### src/rtl/ap_status_monitor_if.sv
`default_nettype none
// ============================================================================
// ap_status_monitor_if : handshake, control and readback bundle for the monitor
// Rev 1.0
// ============================================================================
interface ap_status_monitor_if #(
  parameter int NUM_CH = 4,
  parameter int CNT_W  = 32,
  parameter int SEL_W  = 4
) ();
  logic [NUM_CH-1:0] ap_start;
  logic [NUM_CH-1:0] ap_ready;
  logic [NUM_CH-1:0] ap_done;
  logic [NUM_CH-1:0] ap_continue;
  logic              finish;
  logic              clear;
  logic [SEL_W-1:0]  rd_sel;
  logic [2:0]        rd_field;
  logic [CNT_W-1:0]  rd_data;
  logic [NUM_CH-1:0] busy;
  logic              frozen;

  modport master (
    output ap_start, ap_ready, ap_done, ap_continue, finish, clear, rd_sel, rd_field,
    input  rd_data, busy, frozen
  );

  modport slave (
    input  ap_start, ap_ready, ap_done, ap_continue, finish, clear, rd_sel, rd_field,
    output rd_data, busy, frozen
  );
endinterface
`default_nettype wire

### src/rtl/ap_status_monitor.sv
`default_nettype none
// ============================================================================
// ap_status_monitor : per-channel ap_start/ap_done/ap_continue statistics
// Rev 1.0
// ============================================================================
module ap_status_monitor #(
  parameter int NUM_CH = 4,
  parameter int CNT_W  = 32,
  parameter int SEL_W  = 4
) (
  input  logic               clk,
  input  logic               rst,
  ap_status_monitor_if.slave bus
);

  localparam logic [CNT_W-1:0] C_ZERO = '0;
  localparam logic [CNT_W-1:0] C_ONES = '1;
  localparam logic [CNT_W-1:0] C_ONE  = {{(CNT_W-1){1'b0}}, 1'b1};

  typedef enum logic [1:0] {
    ST_IDLE = 2'd0,
    ST_RUN  = 2'd1,
    ST_HOLD = 2'd2
  } state_t;

  state_t           state_q [NUM_CH];
  state_t           state_d [NUM_CH];
  logic [CNT_W-1:0] lat_q   [NUM_CH];
  logic [CNT_W-1:0] lat_d   [NUM_CH];
  logic [CNT_W-1:0] txn_q   [NUM_CH];
  logic [CNT_W-1:0] txn_d   [NUM_CH];
  logic [CNT_W-1:0] last_q  [NUM_CH];
  logic [CNT_W-1:0] last_d  [NUM_CH];
  logic [CNT_W-1:0] min_q   [NUM_CH];
  logic [CNT_W-1:0] min_d   [NUM_CH];
  logic [CNT_W-1:0] max_q   [NUM_CH];
  logic [CNT_W-1:0] max_d   [NUM_CH];
  logic [CNT_W-1:0] stall_q [NUM_CH];
  logic [CNT_W-1:0] stall_d [NUM_CH];
  logic [CNT_W-1:0] ready_q [NUM_CH];
  logic [CNT_W-1:0] ready_d [NUM_CH];
  logic [NUM_CH-1:0] busy_q, busy_d;
  logic              frozen_q, frozen_d;
  logic [CNT_W-1:0]  rd_data_q, rd_data_d;

  function automatic logic [CNT_W-1:0] sat_inc(input logic [CNT_W-1:0] v);
    return (v == C_ONES) ? v : v + C_ONE;
  endfunction

  always_comb begin : p_next
    logic             comp;
    logic [CNT_W-1:0] lat_v;
    comp     = 1'b0;
    lat_v    = C_ZERO;
    busy_d   = '0;
    frozen_d = bus.clear ? 1'b0 : (frozen_q | bus.finish);
    for (int c = 0; c < NUM_CH; c++) begin
      state_d[c] = state_q[c];
      lat_d[c]   = lat_q[c];
      txn_d[c]   = txn_q[c];
      last_d[c]  = last_q[c];
      min_d[c]   = min_q[c];
      max_d[c]   = max_q[c];
      stall_d[c] = stall_q[c];
      ready_d[c] = ready_q[c];
      comp       = 1'b0;
      lat_v      = lat_q[c];
      // lat_v is the start-to-first-done latency reported if this cycle completes
      case (state_q[c])
        ST_IDLE: begin
          if (bus.ap_start[c]) begin
            lat_d[c] = C_ZERO;
            lat_v    = C_ZERO;
            if (bus.ap_done[c]) begin
              if (bus.ap_continue[c]) comp = 1'b1;
              else                    state_d[c] = ST_HOLD;
            end else begin
              state_d[c] = ST_RUN;
            end
          end
        end
        ST_RUN: begin
          lat_v    = sat_inc(lat_q[c]);
          lat_d[c] = lat_v;
          if (bus.ap_done[c]) begin
            if (bus.ap_continue[c]) begin
              comp       = 1'b1;
              state_d[c] = ST_IDLE;
            end else begin
              state_d[c] = ST_HOLD;
            end
          end
        end
        ST_HOLD: begin
          if (bus.ap_continue[c]) begin
            comp       = 1'b1;
            state_d[c] = ST_IDLE;
          end else if (!frozen_q) begin
            stall_d[c] = sat_inc(stall_q[c]);
          end
        end
        default: state_d[c] = ST_IDLE;
      endcase
      if (comp && !frozen_q) begin
        txn_d[c]  = sat_inc(txn_q[c]);
        last_d[c] = lat_v;
        if (lat_v < min_q[c]) min_d[c] = lat_v;
        if (lat_v > max_q[c]) max_d[c] = lat_v;
      end
      if (bus.ap_ready[c] && !frozen_q) ready_d[c] = sat_inc(ready_q[c]);
      if (bus.clear) begin
        state_d[c] = ST_IDLE;
        lat_d[c]   = C_ZERO;
        txn_d[c]   = C_ZERO;
        last_d[c]  = C_ZERO;
        min_d[c]   = C_ONES;
        max_d[c]   = C_ZERO;
        stall_d[c] = C_ZERO;
        ready_d[c] = C_ZERO;
      end
      busy_d[c] = (state_d[c] != ST_IDLE);
    end
  end

  // Unmatched rd_sel values and field 7 fall through to zero
  always_comb begin : p_read
    rd_data_d = C_ZERO;
    for (int c = 0; c < NUM_CH; c++) begin
      if (bus.rd_sel == c[SEL_W-1:0]) begin
        case (bus.rd_field)
          3'd0:    rd_data_d = txn_q[c];
          3'd1:    rd_data_d = last_q[c];
          3'd2:    rd_data_d = (txn_q[c] == C_ZERO) ? C_ZERO : min_q[c];
          3'd3:    rd_data_d = max_q[c];
          3'd4:    rd_data_d = stall_q[c];
          3'd5:    rd_data_d = ready_q[c];
          3'd6:    rd_data_d = {{(CNT_W-2){1'b0}}, state_q[c]};
          default: rd_data_d = C_ZERO;
        endcase
      end
    end
  end

  always_ff @(posedge clk or posedge rst) begin
    if (rst) begin
      for (int c = 0; c < NUM_CH; c++) begin
        state_q[c] <= ST_IDLE;
        lat_q[c]   <= C_ZERO;
        txn_q[c]   <= C_ZERO;
        last_q[c]  <= C_ZERO;
        min_q[c]   <= C_ONES;
        max_q[c]   <= C_ZERO;
        stall_q[c] <= C_ZERO;
        ready_q[c] <= C_ZERO;
      end
      busy_q    <= '0;
      frozen_q  <= 1'b0;
      rd_data_q <= C_ZERO;
    end else begin
      state_q   <= state_d;
      lat_q     <= lat_d;
      txn_q     <= txn_d;
      last_q    <= last_d;
      min_q     <= min_d;
      max_q     <= max_d;
      stall_q   <= stall_d;
      ready_q   <= ready_d;
      busy_q    <= busy_d;
      frozen_q  <= frozen_d;
      rd_data_q <= rd_data_d;
    end
  end

  assign bus.rd_data = rd_data_q;
  assign bus.busy    = busy_q;
  assign bus.frozen  = frozen_q;

endmodule
`default_nettype wire
### src/flat_wrapper.sv
// flat-port wrapper written by rule: the top's interface ports become plain ports
module ap_status_monitor_flat 
#(
  parameter int NUM_CH = 4,
  parameter int CNT_W  = 32,
  parameter int SEL_W  = 4
)
  (clk, rst, bus_ap_start, bus_ap_ready, bus_ap_done, bus_ap_continue, bus_finish, bus_clear, bus_rd_sel, bus_rd_field, bus_rd_data, bus_busy, bus_frozen);
  ap_status_monitor_if #(.NUM_CH(NUM_CH), .CNT_W(CNT_W), .SEL_W(SEL_W)) bus_i ();
  input  logic clk;
  input  logic rst;
  input wire logic [$bits(bus_i.ap_start)-1:0] bus_ap_start;
  input wire logic [$bits(bus_i.ap_ready)-1:0] bus_ap_ready;
  input wire logic [$bits(bus_i.ap_done)-1:0] bus_ap_done;
  input wire logic [$bits(bus_i.ap_continue)-1:0] bus_ap_continue;
  input wire logic [$bits(bus_i.finish)-1:0] bus_finish;
  input wire logic [$bits(bus_i.clear)-1:0] bus_clear;
  input wire logic [$bits(bus_i.rd_sel)-1:0] bus_rd_sel;
  input wire logic [$bits(bus_i.rd_field)-1:0] bus_rd_field;
  output wire logic [$bits(bus_i.rd_data)-1:0] bus_rd_data;
  output wire logic [$bits(bus_i.busy)-1:0] bus_busy;
  output wire logic [$bits(bus_i.frozen)-1:0] bus_frozen;
  assign bus_i.ap_start = bus_ap_start;
  assign bus_i.ap_ready = bus_ap_ready;
  assign bus_i.ap_done = bus_ap_done;
  assign bus_i.ap_continue = bus_ap_continue;
  assign bus_i.finish = bus_finish;
  assign bus_i.clear = bus_clear;
  assign bus_i.rd_sel = bus_rd_sel;
  assign bus_i.rd_field = bus_rd_field;
  assign bus_rd_data = bus_i.rd_data;
  assign bus_busy = bus_i.busy;
  assign bus_frozen = bus_i.frozen;
  ap_status_monitor #(.NUM_CH(NUM_CH), .CNT_W(CNT_W), .SEL_W(SEL_W)) u_core (.clk(clk), .rst(rst), .bus(bus_i));
endmodule
### config.mk
export PLATFORM = sky130hd
export DESIGN_NAME = ap_status_monitor_flat
export DESIGN_NICKNAME = d
export VERILOG_FILES = /design/src/rtl/ap_status_monitor_if.sv /design/src/rtl/ap_status_monitor.sv /design/src/flat_wrapper.sv
export SDC_FILE = /design/constraint.sdc
export NUM_CORES = 2
export LEC_CHECK = 0
export CORE_ASPECT_RATIO = 1.5
export CORE_MARGIN = 2
export CORE_UTILIZATION = 69
export CTS_CLUSTER_DIAMETER = 40
export DETAILED_ROUTE_END_ITERATION = 10
export PLACE_DENSITY_LB_ADDON = 0.08
export SLEW_MARGIN = 20
export SYNTH_ARGS = -nofsm -noshare
export SYNTH_HDL_FRONTEND = slang
export SYNTH_SLANG_ARGS = --single-unit
### constraint.sdc
create_clock -name clk -period 53.1 [get_ports clk]
set_clock_uncertainty 0.05 [all_clocks]
set_input_delay 7.965 -clock clk [delete_from_list [all_inputs] [get_ports clk]]
set_output_delay 7.965 -clock clk [all_outputs]
set_load 0.05 [all_outputs]
# == Word level (Yosys, flattened, before mapping) ==
# Cells that the tools add are included.
# op_classes
addsub,16
multipliers,0
div,0
order_cmp,8
eq_ne,50
shifts,0
muxes,153
n_bitwise,1
n_reduce_logical,63
# ops
op,n
$mux 32,96
$pmux 32 s7,4
$add 32x1->32 const B,16
$eq 32x32->1 const B,16
$pmux 32 s2,4
$gt 32x32->1,4
$logic_not 32->1,4
$lt 32x32->1,4
$mux 2,28
$reduce_bool 2->1,24
$reduce_and 2->1,16
$ne 2x2->1 const B,13
$pmux 2 s3,4
$reduce_and 4->1,4
$mux 1,13
$pmux 1 s3,4
$eq 3x3->1 const B,3
$eq 2x1->1 const B,4
$eq 2x2->1 const B,4
$eq 4x2->1 const B,2
$logic_and 1x1->1,8
$logic_not 2->1,4
$ne 2x1->1 const B,4
$eq 3x2->1 const B,2
6 further kinds,6
# totals
register_bits,941
latch_bits,0
mem_bits_rw,0
romBits,0
inputBits,27
output_inout_bits,37
wordCells,326
mem_count,0

# == Longest topological paths before layout ==
# depth
ltp_word,7
mapped_depth,20
depth_no_buf,18

# == Worst setup path before layout ==
# No wires, ideal clock.
# synth_path
path_type,input -> register
from,in bus_ap_start[1]
to,reg u_core.max_q[64] (netlist bit)
setup_time_ps,125
arrival_ps,11437
required_time_ps,52925
slack_ps,41488
stages,14
n_path_buf,3
cell_sequence,nor3b_1 > clkbuf_1 > buf_1 > nor2_1 > ha_1 > nor2b_1 > o21a_1 > o21ai_0 > a21oi_1 > a2111oi_0 > o21ai_0 > o21ai_1 > clkbuf_1 > mux2_2
# synth_via
elab_chain_len,5
elab_cells_between_ends,12
classes_between,order compare: 1; mux: 7; reduce/logical: 4
# synth_lines
item,line,rtl
from (decl),flat_wrapper.sv:12,input wire logic [$bits(bus_i.ap_start)-1:0] bus_ap_start;
$mux 32 / $mux 1 (equally long branches),ap_status_monitor.sv:71,if (bus.ap_start[c]) begin
$pmux 32 s2 / $pmux 1 s3 (equally long branches),ap_status_monitor.sv:69,case (state_q[c])
$gt 32x32->1 (tied with other cells),ap_status_monitor.sv:108,if (lat_v > max_q[c]) max_d[c] = lat_v;
$reduce_bool 2->1 (no source line) / $mux 32 (equally long branches),--,
$reduce_and 2->1 (no source line) / $mux 32 (equally long branches),--,
to (signal assigned),ap_status_monitor.sv:165,max_q <= max_d;
to (decl),ap_status_monitor.sv:36,logic [CNT_W-1:0] max_q [NUM_CH];
# Several ways; a longest one is shown, not always the timed one. The select of a mux whose other input is x is not followed.
# A chain may end at the register's enable or synchronous reset.

# == Worst setup path in the final report ==
# layout_path
from,in bus_rd_field[1]
to,reg u_core.rd_data_q[23] (netlist: u_core.bus.rd_data[23])
# layout_via
elab_chain_len,6
elab_cells_between_ends,15
classes_between,eq/ne: 6; mux: 8; reduce/logical: 1
# layout_lines
item,line,rtl
from (decl),flat_wrapper.sv:19,input wire logic [$bits(bus_i.rd_field)-1:0] bus_rd_field;
$eq 3x3->1 (tied with other cells),ap_status_monitor.sv:130,case (bus.rd_field)
$pmux 32 s7,ap_status_monitor.sv:130,
$mux 32 (3 in a row),ap_status_monitor.sv:129,if (bus.rd_sel == c[SEL_W-1:0]) begin
$mux 32 (*),ap_status_monitor.sv:129,
named net u_core.rd_data_d[23],ap_status_monitor.sv:44,"logic [CNT_W-1:0] rd_data_q, rd_data_d;"
to (signal assigned),ap_status_monitor.sv:170,rd_data_q <= rd_data_d;
to (decl),ap_status_monitor.sv:44,
# Mark *: on every way through the listed nets, which the timed path passes. The rest lies on a longest branch.

==> results.md <==
* Post-Syn Area per Cell at 9.07 um^2
* Critical Path Source: bus_rd_field[1]
* Share of cells above drive strength 1 at 9.77%
* GP Congestion at 1.00
* Routed Antenna Nets at 0
* Slew of the pin with the lowest slew margin at 1120 ps
* Critical path arrival at 12,500 ps
* Die width at 235 um
* Max Freq at 0.0832 GHz
* Post-Syn Nets at ~6,400
* Peak VDD IR at 0.0359 mV
* Rel. slew slack at 25.2%
* RSZ-0062 raised after global routing: no
* Ys Warns at 0
* Mapped Cells at 6,080
* Synthesized flop and latch total at 941
* Leak at 26.3 nW
* Req. time, crit path at approximately 54,000 ps
* FP Rows at ~130
* WS Path Type: primary input to register
* Die height at 350 um
* Crit-path cells: clkdlybuf4s50_1 > buf_4 > and2_0 > nor2b_4 > buf_4 > buf_4 > a22oi_1 > nand3_1 > a21oi_1 > nor4_1
* R2R depth at 17
* Vias in the first global route at 46,464
* CTS tree: yes
* Tmin final at ~12,000 ps
* # DRC at 0
* First-pass GRT wire length at 270 mm
* Post-synthesis sequential area ratio at a little over two fifths
* Die area at 0.0822 mm^2
* Antenna diodes at 0
* Reg-to-Reg End: u_core.max_q[49]
* Pin count of the biggest net entering global routing at 178
* Post-layout util at 76.0%
* Initial antenna violation count at 2
* FILL cells at 5,636
* Max_cap viols at 0
* Critical path depth in cells at 10
* Io pins at 64
* Hold path cells at 2
* Final Hold Fails at 0
* Setup TNS Final at 0 ps
* Netlist cell types at 86
* Number of gates resized after cts at 0
* Final setup fails at 0
* Commonest non-fill, non-tap cells in the layout: dfrtp_1, nor2_1, nand2_1
* Post-DP HPWL at 124 mm
* Post-synth EDFFs at 0
* DRT iter0 DRCs at 5,507
* Outcome: finished, final reports clean
* Core Area at 0.0796 mm^2
* Postcts setup bufs at 0
* CTS Buf Count at 115
* Synth Flop Type: dfrtp_1
* Total GRT Usage at a little over two fifths
* Max incr delay on CP at about 810 ps
* Final slew viol count at 0
* Crit. End Element: register
* Hold buffer count at CTS at 0
* Vias at 48,190
* CTS clock-pin slew for the worst setup and hold paths at about 60 ps
* Post-Syn Area at around 0.055 mm^2
* Starting Density at 69.2%
* CP Buf/Inv Count at 4
* Clk pwr share at 49.9%
* Part of the cycle the worst path needs at 22.6%
* Worst setup endpoint: u_core.bus.rd_data[23]
* CP delay by family, top: buffers and inverters
* Max Fanout on Critical Path at 71
* Total grt overflow at 0
* Sink Count at 941
* Comb pwr share at 6.5%
* Launching point of the worst reg2reg path: u_core.lat_q[32]
* Synth-to-layout area growth at 9.82%
* CP Launch Type: primary input
* Number of port buffers at 63
* Pre-antenna DRT Iters at 10
* Clock Tree Root: clkbuf_16
* Internal power at 1.25 mW
* Wire length per cell at 24.6 um
* Commonest non-fill, non-tap cell in the layout: dfrtp_1
* Nets at between 6,000 and 7,000
* Deepest clock path buffer count at 3
* P_sw at around 0.44 mW
* H-tree Lvls at 3
* Slowest CP cell: nor4_1
* Pwr dens at 28.0 mW/mm^2
* R2R setup slack at roughly 48,000 ps
* WL final at between 150 and 200 mm
* Sw frac at about a quarter
* Worst-Skew Late Latency at around 740 ps
* DR vias/cell at 6.77
* Hold Path Class: register to register
* Async SR Flop Fraction at 100%
* Top cell by count, worst path: buf_4
* Seq pwr share at a little over two fifths
[stage by stage]
step | setup slack, ps | hold WS, ps | cells | instance area [um^2] | power [mW]
final | 41080 | 456 | 7120 | 60500 | 1.70
after CTS | 41290 | 452 | 7118 | 60500 | 1.70
after floorplan | 18830 | 420 | 6080 | 55100 | 0.821
after global routing | 40960 | 473 | 7120 | 60500 | 1.74
after global placement | 39980 | 434 | 6898 | 56300 | 0.858
after detailed placement | 40550 | 441 | 6898 | 56300 | 0.859
[routing by layer]
layer / vias to the layer above / track usage (%) / part of all wire [%]
met3: 600 / 8.73 / 8.9
met4: 4 / 30.9 / 8.6
li1: 21560 / - / -
met1: 23574 / 51.8 / 37
met5: - / 0 / 0.015
met2: 2452 / 66.3 / 46
[power groups by stage]
stage	clock (mW)	sequential [mW]	combinational (mW)
after global routing	0.881	0.740	0.118
after detailed placement	0	0.752	0.107
after global placement	0	0.752	0.106
final	0.847	0.740	0.110
after CTS	0.850	0.739	0.107
after floorplan	0	0.754	0.0678
[area by class of cell]
class | instances | area (um^2) | share of cell area, %
clock buffer | 142 | 3140 | 5.19
clock inverter | 78 | 995 | 1.64
inverter | 334 | 1260 | 2.09
multi-input combinational | 4465 | 28900 | 47.8
sequential | 941 | 23700 | 39.2
tap | 1032 | 1290 | 2.13
timing repair buffer | 128 | 1190 | 1.97
[state kept, by name, summed over array words and instances, names as in the netlist, 4 cells and up]
name,flops
u_core.min_q,128
u_core.max_q,128
u_core.bus.busy,4
u_core.state_q,8
u_core.ready_q,128
u_core.stall_q,128
u_core.bus.rd_data,32
u_core.txn_q,128
u_core.last_q,128
u_core.lat_q,128
[cell usage after synthesis (5+ instances only)]
master	instances	area share [%]
nand2b_1	22	0.25
a21oi_1	372	3.4
nand4_1	210	2.4
o21a_1	23	0.31
o21ai_0	109	0.99
or4_1	11	0.15
inv_1	332	2.3
o2111ai_1	6	0.095
a211oi_1	19	0.26
a221oi_1	12	0.19
ha_1	272	6.2
mux2_2	67	1.4
and2_1	39	0.44
dfrtp_1	813	37
nor3b_1	14	0.19
buf_2	21	0.19
xnor2_1	210	3.3
o31ai_1	36	0.49
nand3_1	210	1.9
nor2_1	727	5.0
a31oi_1	94	1.1
a2111oi_0	7	0.11
xor2_1	211	3.4
or3_1	76	0.86
or2_2	19	0.22
buf_1	30	0.20
a21o_1	66	0.90
mux4_2	56	2.3
o211ai_1	51	0.69
nor3_1	289	2.6
nor4_1	114	1.3
and4_1	70	1.1
mux2i_1	70	1.3
dfstp_2	128	6.1
clkbuf_1	286	1.9
a22oi_1	126	1.7
nand2_1	587	4.0
and3_1	77	0.87
a22o_1	5	0.079
a222oi_1	55	1.0
o22ai_1	29	0.33
nor4b_1	7	0.11
nor2b_1	28	0.32
[tightest hold or removal path, delay by kind of cell (launching register included)]
kind | cells | cell delay [ps]
AOI/OAI and AO/OA | 1 | 70
and+or+nand+nor | 1 | 60
DFF | 1 | 340
[logic make-up after synthesis]
family,Yosys count,share of synthesized area [%]
AND/OR/NAND/NOR,2529,22.2
XOR/XNOR,421,6.69
adder cells (fa/ha/maj),272,6.17
buffers and inverters,674,4.68
multiplexers,194,4.95
AO/OA/AOI/OAI,1049,12.3
flip-flops,941,43.0
[worst min path at each step]
stage	startpoint	endpoint	slack, ps
finish	u_core.last_q[43]	u_core.last_q[43]	460
floorplan	u_core.last_q[43]	u_core.last_q[43]	420
global route	u_core.min_q[91]	u_core.min_q[91]	470
global placement	u_core.last_q[43]	u_core.last_q[43]	430
detailed placement	u_core.last_q[43]	u_core.last_q[43]	440
CTS	u_core.last_q[43]	u_core.last_q[43]	450
Note: power is estimated with default switching activity, not from simulation.
